File: src/rtl/m0_master_pkg.sv
// m0_master_pkg: shared FSM encoding and command record layout for the M0 bus master
package m0_master_pkg;
  typedef enum logic [1:0] {S_IDLE = 2'd0, S_REQ = 2'd1, S_XFER = 2'd2, S_GAP = 2'd3} state_t;
  function automatic int cmd_w(input int aw, input int dw);
    return aw + dw + 1;
  endfunction
  function automatic int wr_ofs(input int aw, input int dw);
    return aw + dw;
  endfunction
  function automatic int addr_ofs(input int dw);
    return dw;
  endfunction
endpackage

File: src/rtl/m0_cmd_fifo.sv
// m0_cmd_fifo: synchronous command FIFO with head-of-queue read and occupancy count
module m0_cmd_fifo #(
  parameter int DEPTH = 8,
  parameter int WIDTH = 41
) (
  input  logic                       clk,
  input  logic                       reset,
  input  logic                       push,
  input  logic                       pop,
  input  logic [WIDTH-1:0]           din,
  output logic [WIDTH-1:0]           head,
  output logic [$clog2(DEPTH):0]     count,
  output logic                       full,
  output logic                       empty
);
  localparam int AW = $clog2(DEPTH);
  logic [WIDTH-1:0] mem [DEPTH];
  logic [AW-1:0] wp, rp;
  logic wr_en, rd_en;
  assign wr_en = push && !full;
  assign rd_en = pop && !empty;
  assign full  = count == (AW+1)'(DEPTH);
  assign empty = count == '0;
  assign head  = mem[rp];
  // storage needs no reset; only entries behind the write pointer are ever read
  always_ff @(posedge clk)
    if (wr_en) mem[wp] <= din;
  // pointers wrap naturally because DEPTH is a power of two
  always_ff @(posedge clk)
    if (reset) begin
      wp    <= '0;
      rp    <= '0;
      count <= '0;
    end else begin
      if (wr_en) wp <= wp + 1'b1;
      if (rd_en) rp <= rp + 1'b1;
      count <= count + (AW+1)'(wr_en) - (AW+1)'(rd_en);
    end
endmodule

File: src/rtl/m0_cmd_master.sv
// m0_cmd_master: queues host commands and issues them as M0 bus beats, returning read responses
module m0_cmd_master
  import m0_master_pkg::*;
#(
  parameter int FIFO_DEPTH = 8,
  parameter int ADDR_W     = 8,
  parameter int DATA_W     = 32,
  parameter int MAX_BURST  = 16
) (
  input  logic              clk,
  input  logic              reset,
  input  logic              cmd_valid,
  output logic              cmd_ready,
  input  logic              cmd_wr,
  input  logic [ADDR_W-1:0] cmd_addr,
  input  logic [DATA_W-1:0] cmd_wdata,
  output logic              rsp_valid,
  output logic [ADDR_W-1:0] rsp_addr,
  output logic [DATA_W-1:0] rsp_rdata,
  output logic              busy,
  output logic              M0_req,
  input  logic              M0_grant,
  output logic              M0_wr,
  output logic [ADDR_W-1:0] M0_address,
  output logic [DATA_W-1:0] M0_dout,
  input  logic [DATA_W-1:0] M_din
);
  localparam int CW   = cmd_w(ADDR_W, DATA_W);
  localparam int WR_O = wr_ofs(ADDR_W, DATA_W);
  localparam int AD_O = addr_ofs(DATA_W);
  localparam int PW   = $clog2(FIFO_DEPTH);
  localparam int BW   = $clog2(MAX_BURST + 1);
  state_t state;
  logic [BW-1:0] beats;
  logic [PW:0] fifo_cnt;
  logic [CW-1:0] head;
  logic [ADDR_W-1:0] rd_addr;
  logic fifo_full, fifo_empty, push, issue, drain, rd_pend;
  assign cmd_ready  = !fifo_full;
  assign push       = cmd_valid && !fifo_full;
  assign issue      = state == S_XFER && M0_grant && !fifo_empty;
  assign drain      = fifo_cnt == (PW+1)'(1) && !push;
  assign M0_wr      = issue && head[WR_O];
  assign M0_address = issue ? head[AD_O +: ADDR_W] : '0;
  assign M0_dout    = M0_wr ? head[DATA_W-1:0] : '0;
  assign busy       = state != S_IDLE || !fifo_empty || rd_pend || rsp_valid;
  m0_cmd_fifo #(.DEPTH(FIFO_DEPTH), .WIDTH(CW)) u_fifo (
    .clk   (clk),
    .reset (reset),
    .push  (push),
    .pop   (issue),
    .din   ({cmd_wr, cmd_addr, cmd_wdata}),
    .head  (head),
    .count (fifo_cnt),
    .full  (fifo_full),
    .empty (fifo_empty)
  );
  // bus tenure control: request, transfer, and a one-cycle release after a full burst
  always_ff @(posedge clk)
    if (reset) begin
      state  <= S_IDLE;
      M0_req <= 1'b0;
      beats  <= '0;
    end else
      case (state)
        S_IDLE: if (!fifo_empty) begin
          state  <= S_REQ;
          M0_req <= 1'b1;
          beats  <= '0;
        end
        S_REQ: if (M0_grant) state <= S_XFER;
        S_XFER:
          if (!M0_grant) state <= S_REQ;
          else if (fifo_empty || drain) begin
            state  <= S_IDLE;
            M0_req <= 1'b0;
          end else begin
            beats <= beats + 1'b1;
            if (beats == BW'(MAX_BURST - 1)) begin
              state  <= S_GAP;
              M0_req <= 1'b0;
            end
          end
        S_GAP: if (!fifo_empty) begin
          state  <= S_REQ;
          M0_req <= 1'b1;
          beats  <= '0;
        end else state <= S_IDLE;
        default: state <= S_IDLE;
      endcase
  // read data arrives one cycle after the address beat; capture it and pulse rsp_valid
  always_ff @(posedge clk)
    if (reset) begin
      rd_pend   <= 1'b0;
      rd_addr   <= '0;
      rsp_valid <= 1'b0;
      rsp_addr  <= '0;
      rsp_rdata <= '0;
    end else begin
      rd_pend   <= issue && !head[WR_O];
      if (issue && !head[WR_O]) rd_addr <= head[AD_O +: ADDR_W];
      rsp_valid <= rd_pend;
      if (rd_pend) begin
        rsp_addr  <= rd_addr;
        rsp_rdata <= M_din;
      end
    end
endmodule
File: config.mk
export PLATFORM = sky130hd
export DESIGN_NAME = m0_cmd_master
export DESIGN_NICKNAME = d
export VERILOG_FILES = /design/src/rtl/m0_master_pkg.sv /design/src/rtl/m0_cmd_fifo.sv /design/src/rtl/m0_cmd_master.sv
export SDC_FILE = /design/constraint.sdc
export NUM_CORES = 1
export LEC_CHECK = 0
export CAP_MARGIN = 20
export CORE_ASPECT_RATIO = 1.75
export CORE_UTILIZATION = 53
export CTS_BUF_LIST = sky130_fd_sc_hd__clkbuf_4 sky130_fd_sc_hd__clkbuf_8
export CTS_CLUSTER_DIAMETER = 50
export DETAILED_ROUTE_END_ITERATION = 7
export PLACE_DENSITY = 0.85
export SYNTH_ARGS = -nofsm -noshare
export SYNTH_HDL_FRONTEND = slang
export SYNTH_SLANG_ARGS = --single-unit
File: constraint.sdc
create_clock -name clk -period 4.6 [get_ports clk]
set_input_delay 0.92 -clock clk [delete_from_list [all_inputs] [get_ports clk]]
set_output_delay 0.92 -clock clk [all_outputs]
set_load 0.02 [all_outputs]
==> results.py <==
metrics = {
    "grt": {
        "antenna_found_initial": 1,
        "grt_pass1_vias": 8160,
        "grt_max_degree": 49,
        "grt-ovfl-total": 0,
        "track_usage_pct": 20.6,
        "grt_pass1_wl_mm": 44.6,
    },
    "worst_hold_path": {
        "hold_path_depth": 2,
        "worstHoldStart": "rsp_rdata[21]",
        "hold_path.class": "reg -> reg",
        "worstHoldEndpoint": "rsp_rdata[21]",
    },
    "synthesis": {
        "syn_area_um2": 15400,
        "synth_cell_type_count": 43,
        "synth_mux_area_share_pct": 17.4,
        "synth_edf_count": 328,
        "synth_top_family_by_area": "multiplexers",
        "syn_nets": 916,
        "synth_seq_cells": 399,
        "syn_avg_cell_area_um2": 18.7,
        "synth_compound_area_share_pct": 1.66,
        "ys_seq_area_share_pct": 73.3,
        "yosysWarnings": 0,
        "synth_cells": 823,
        "synthFlopType": "edfxtp_1",
        "synthArstFlopShare_pct": 0,
        "synth_xor_area_share_pct": 0.342,
        "synthAdderAreaFrac_pct": 1.35,
        "yosys.area_share.simple_pct": 4.13,
    },
    "setup_path": {
        "rr_worst_depth": 5,
        "cp.buffers_inverters": 3,
        "critPathArrivalTime_ns": 3.24,
        "worstSetupStartpointType": "flip-flop",
        "crit_chain": "buf_4 > mux2i_1 > a22oi_2 > nand4_1 > buf_4 > nor2_1 > clkdlybuf4s50_1",
        "critPathSlowestCell": "dfxtp_4",
        "cpMostUsedCell": "buf_4",
        "slowest_delay_ns": 0.65,
        "cp-end-kind": "output pin",
        "rr_startpoint": "u_fifo.count[1]",
        "rrSetupSlack_ns": 1.91,
        "path_class": "reg -> out",
        "timing.rr.end": "u_fifo.mem[5][40]",
        "critical-path-top-delay-family": "buffers and inverters",
        "required_ns": 3.68,
        "crit_fanout": 20,
    },
    "sta": {
        "rsz0062_at_grt": "false",
        "holdWs_ns": 0.490,
        "fin_setup_tns_ns": 0,
        "period_minus_slack_ns": 4.16,
        "slew_violations": 0,
        "clock_skew_ns": 0.0366,
        "max-slew-margin-rel_pct": 46.1,
        "finalCritPeriodShare_pct": 90.4,
        "setup_violations": 0,
        "hold_viol": 0,
        "worstMarginPinSlew_ns": 0.808,
        "max_freq_ghz": 0.241,
    },
    "floorplanning": {
        "die_height_um": 227,
        "core_region_area_um2": 28600,
        "die-width_um": 131,
        "dieArea_um2": 29700,
        "fp-row-count": 82,
        "start_util_pct": 53.7,
        "ios": 162,
    },
    "clock_network": {
        "clockRootBuffer": "clkbuf_8",
        "postCtsHoldBufs": 0,
        "cts_tree": "yes",
        "clk_latency_ns": 0.61,
        "htreeDepth": 2,
        "clk_pin_slew_ns": 0.06,
        "cts_num_sinks": 399,
        "cts_buffers": 51,
        "post_cts_resized": 0,
        "clk_path_buf_depth": 3,
        "postCtsSetupBuffers": 0,
    },
    "routing": {
        "avgViaCountPerCell": 5.58,
        "dr.pass1.iters": 5,
        "wirelength_mm": 29.9,
        "num_vias": 8048,
        "drtIter0Drc": 480,
        "ant_nets": 0,
        "post_drt_wl_per_cell_um": 20.7,
        "drc_errors": 0,
    },
    "place": {
        "hpwl_mm": 17.8,
        "gp_congestion": 0.758,
        "port_buffers": 161,
    },
    "cells_and_area": {
        "fill_cells": 1842,
        "nets": 1113,
        "final_common_cell": "edfxtp_1",
        "final_cell_mix": "edfxtp_1, clkdlybuf4s50_1, nor2_1, mux2i_1, mux4_2",
        "areaGrowthSynthToFinish_pct": 21.9,
        "layout-drive-gt1-share_pct": 20.4,
    },
    "run": {
        "maxCapViolCount": 0,
    },
    "run_status": {
        "outcome": "finished, final reports clean",
    },
    "power_and_ir_drop": {
        "peakVddDrop_mv": 0.322,
        "p_per_area_nw_per_um2": 438,
        "p_leak_nw": 5.92,
    },
}
## metal layers
layer | vias up | GRT usage (%) | part of all wire (%)
li1 | 3619 | - | -
met1 | 4098 | 24.1 | 37
met2 | 274 | 37.1 | 54
met3 | 57 | 3.67 | 6.0
met4 | 0 | 8.42 | 2.4
met5 | - | 0 | 0
## Yosys cell counts (3+ instances only)
| library cell | n | area share [%] |
|---|---|---|
| a211oi_1 | 10 | 0.49 |
| a21oi_1 | 8 | 0.26 |
| buf_1 | 7 | 0.17 |
| buf_2 | 24 | 0.78 |
| buf_4 | 3 | 0.15 |
| buf_6 | 4 | 0.29 |
| clkbuf_1 | 4 | 0.098 |
| dfxtp_1 | 71 | 9.2 |
| edfxtp_1 | 328 | 64 |
| ha_1 | 15 | 1.2 |
| inv_1 | 13 | 0.32 |
| mux2i_1 | 87 | 5.7 |
| mux4_2 | 80 | 12 |
| nand2_1 | 10 | 0.24 |
| nand2b_1 | 4 | 0.16 |
| nand3_1 | 3 | 0.098 |
| nor2_1 | 109 | 2.7 |
| nor2b_1 | 5 | 0.20 |
| nor3_1 | 5 | 0.16 |
| xnor2_1 | 3 | 0.17 |
| xor2_1 | 3 | 0.17 |
## worst register-to-register path, stage by stage (launching register included)
cell and delay [ns]:
dfxtp_1 0.48, nor2_1 0.10, a21boi_1 0.51, nand2_1 0.39
nor2_4 0.60, buf_12 0.29
## cell families (layout without fill, tap and decap cells)
family                   after synthesis  count (layout)
flip-flops                           399             399
multiplexers                         167             167
AND/OR/NAND/NOR                      148             148
buffers and inverters                 55             295
AO/OA/AOI/OAI                         32              32
adder cells (fa/ha/maj)               16              16
XOR/XNOR                               6               6
other                                  0               1
## power by group
part	leakage (nW)	total (W)	switching, W	internal, W
registers	3.55	0.00420	0.0000913	0.00411
logic	1.76	0.00112	0.000605	0.000518
clock network	0.609	0.00288	0.00130	0.00158
## final cells by class
| class | instances | area (µm²) | share of cell area [%] |
|---|---|---|---|
| Inverter | 13 | 48.8 | 0.260 |
| Tap cell | 378 | 473 | 2.52 |
| Clock buffer | 57 | 753 | 4.02 |
| Timing Repair Buffer | 186 | 1870 | 9.97 |
| Antenna cell | 1 | 2.50 | 0.0134 |
| Clock inverter | 39 | 419 | 2.24 |
| Multi-Input combinational cell | 369 | 3890 | 20.8 |
| Sequential cell | 399 | 11300 | 60.2 |
## sequential cells by signal (all words and copies together) (netlist names), named ones only
name	count
M0_req	1
beats	5
rd_addr	8
rd_pend	1
rsp_addr	8
rsp_rdata	32
rsp_valid	1
state	2
u_fifo.count	4
u_fifo.mem	328
u_fifo.rp	3
u_fifo.wp	3
## worst max path at each step
stage,from,endpoint,slack (ns),depth (start not counted)
floorplan,cmd_valid,u_fifo.mem[2][0],0.96,3
global placement,M0_grant,M0_dout[19],0.80,7
detailed placement,M0_grant,M0_dout[19],0.74,7
CTS,flip-flop,M0_dout[19],0.36,7
global route,flip-flop,M0_dout[19],0.26,7
finish,flip-flop,M0_dout[19],0.44,7
## stage by stage
stage / worst slack [ns] / utilization (%) / power, W / cell area, µm² / cells
final: 0.443 / 65.5 / 0.00820 / 18700 / 1442
after global routing: 0.264 / 65.5 / 0.00852 / 18700 / 1442
after CTS: 0.361 / 65.5 / 0.00827 / 18700 / 1441
after detailed placement: 0.736 / 61.4 / 0.00540 / 17600 / 1345
after global placement: 0.801 / 61.3 / 0.00535 / 17500 / 1344
after floorplan: 0.961 / - / 0.00500 / 15400 / 823
Note: power is estimated with default switching activity, not from simulation.
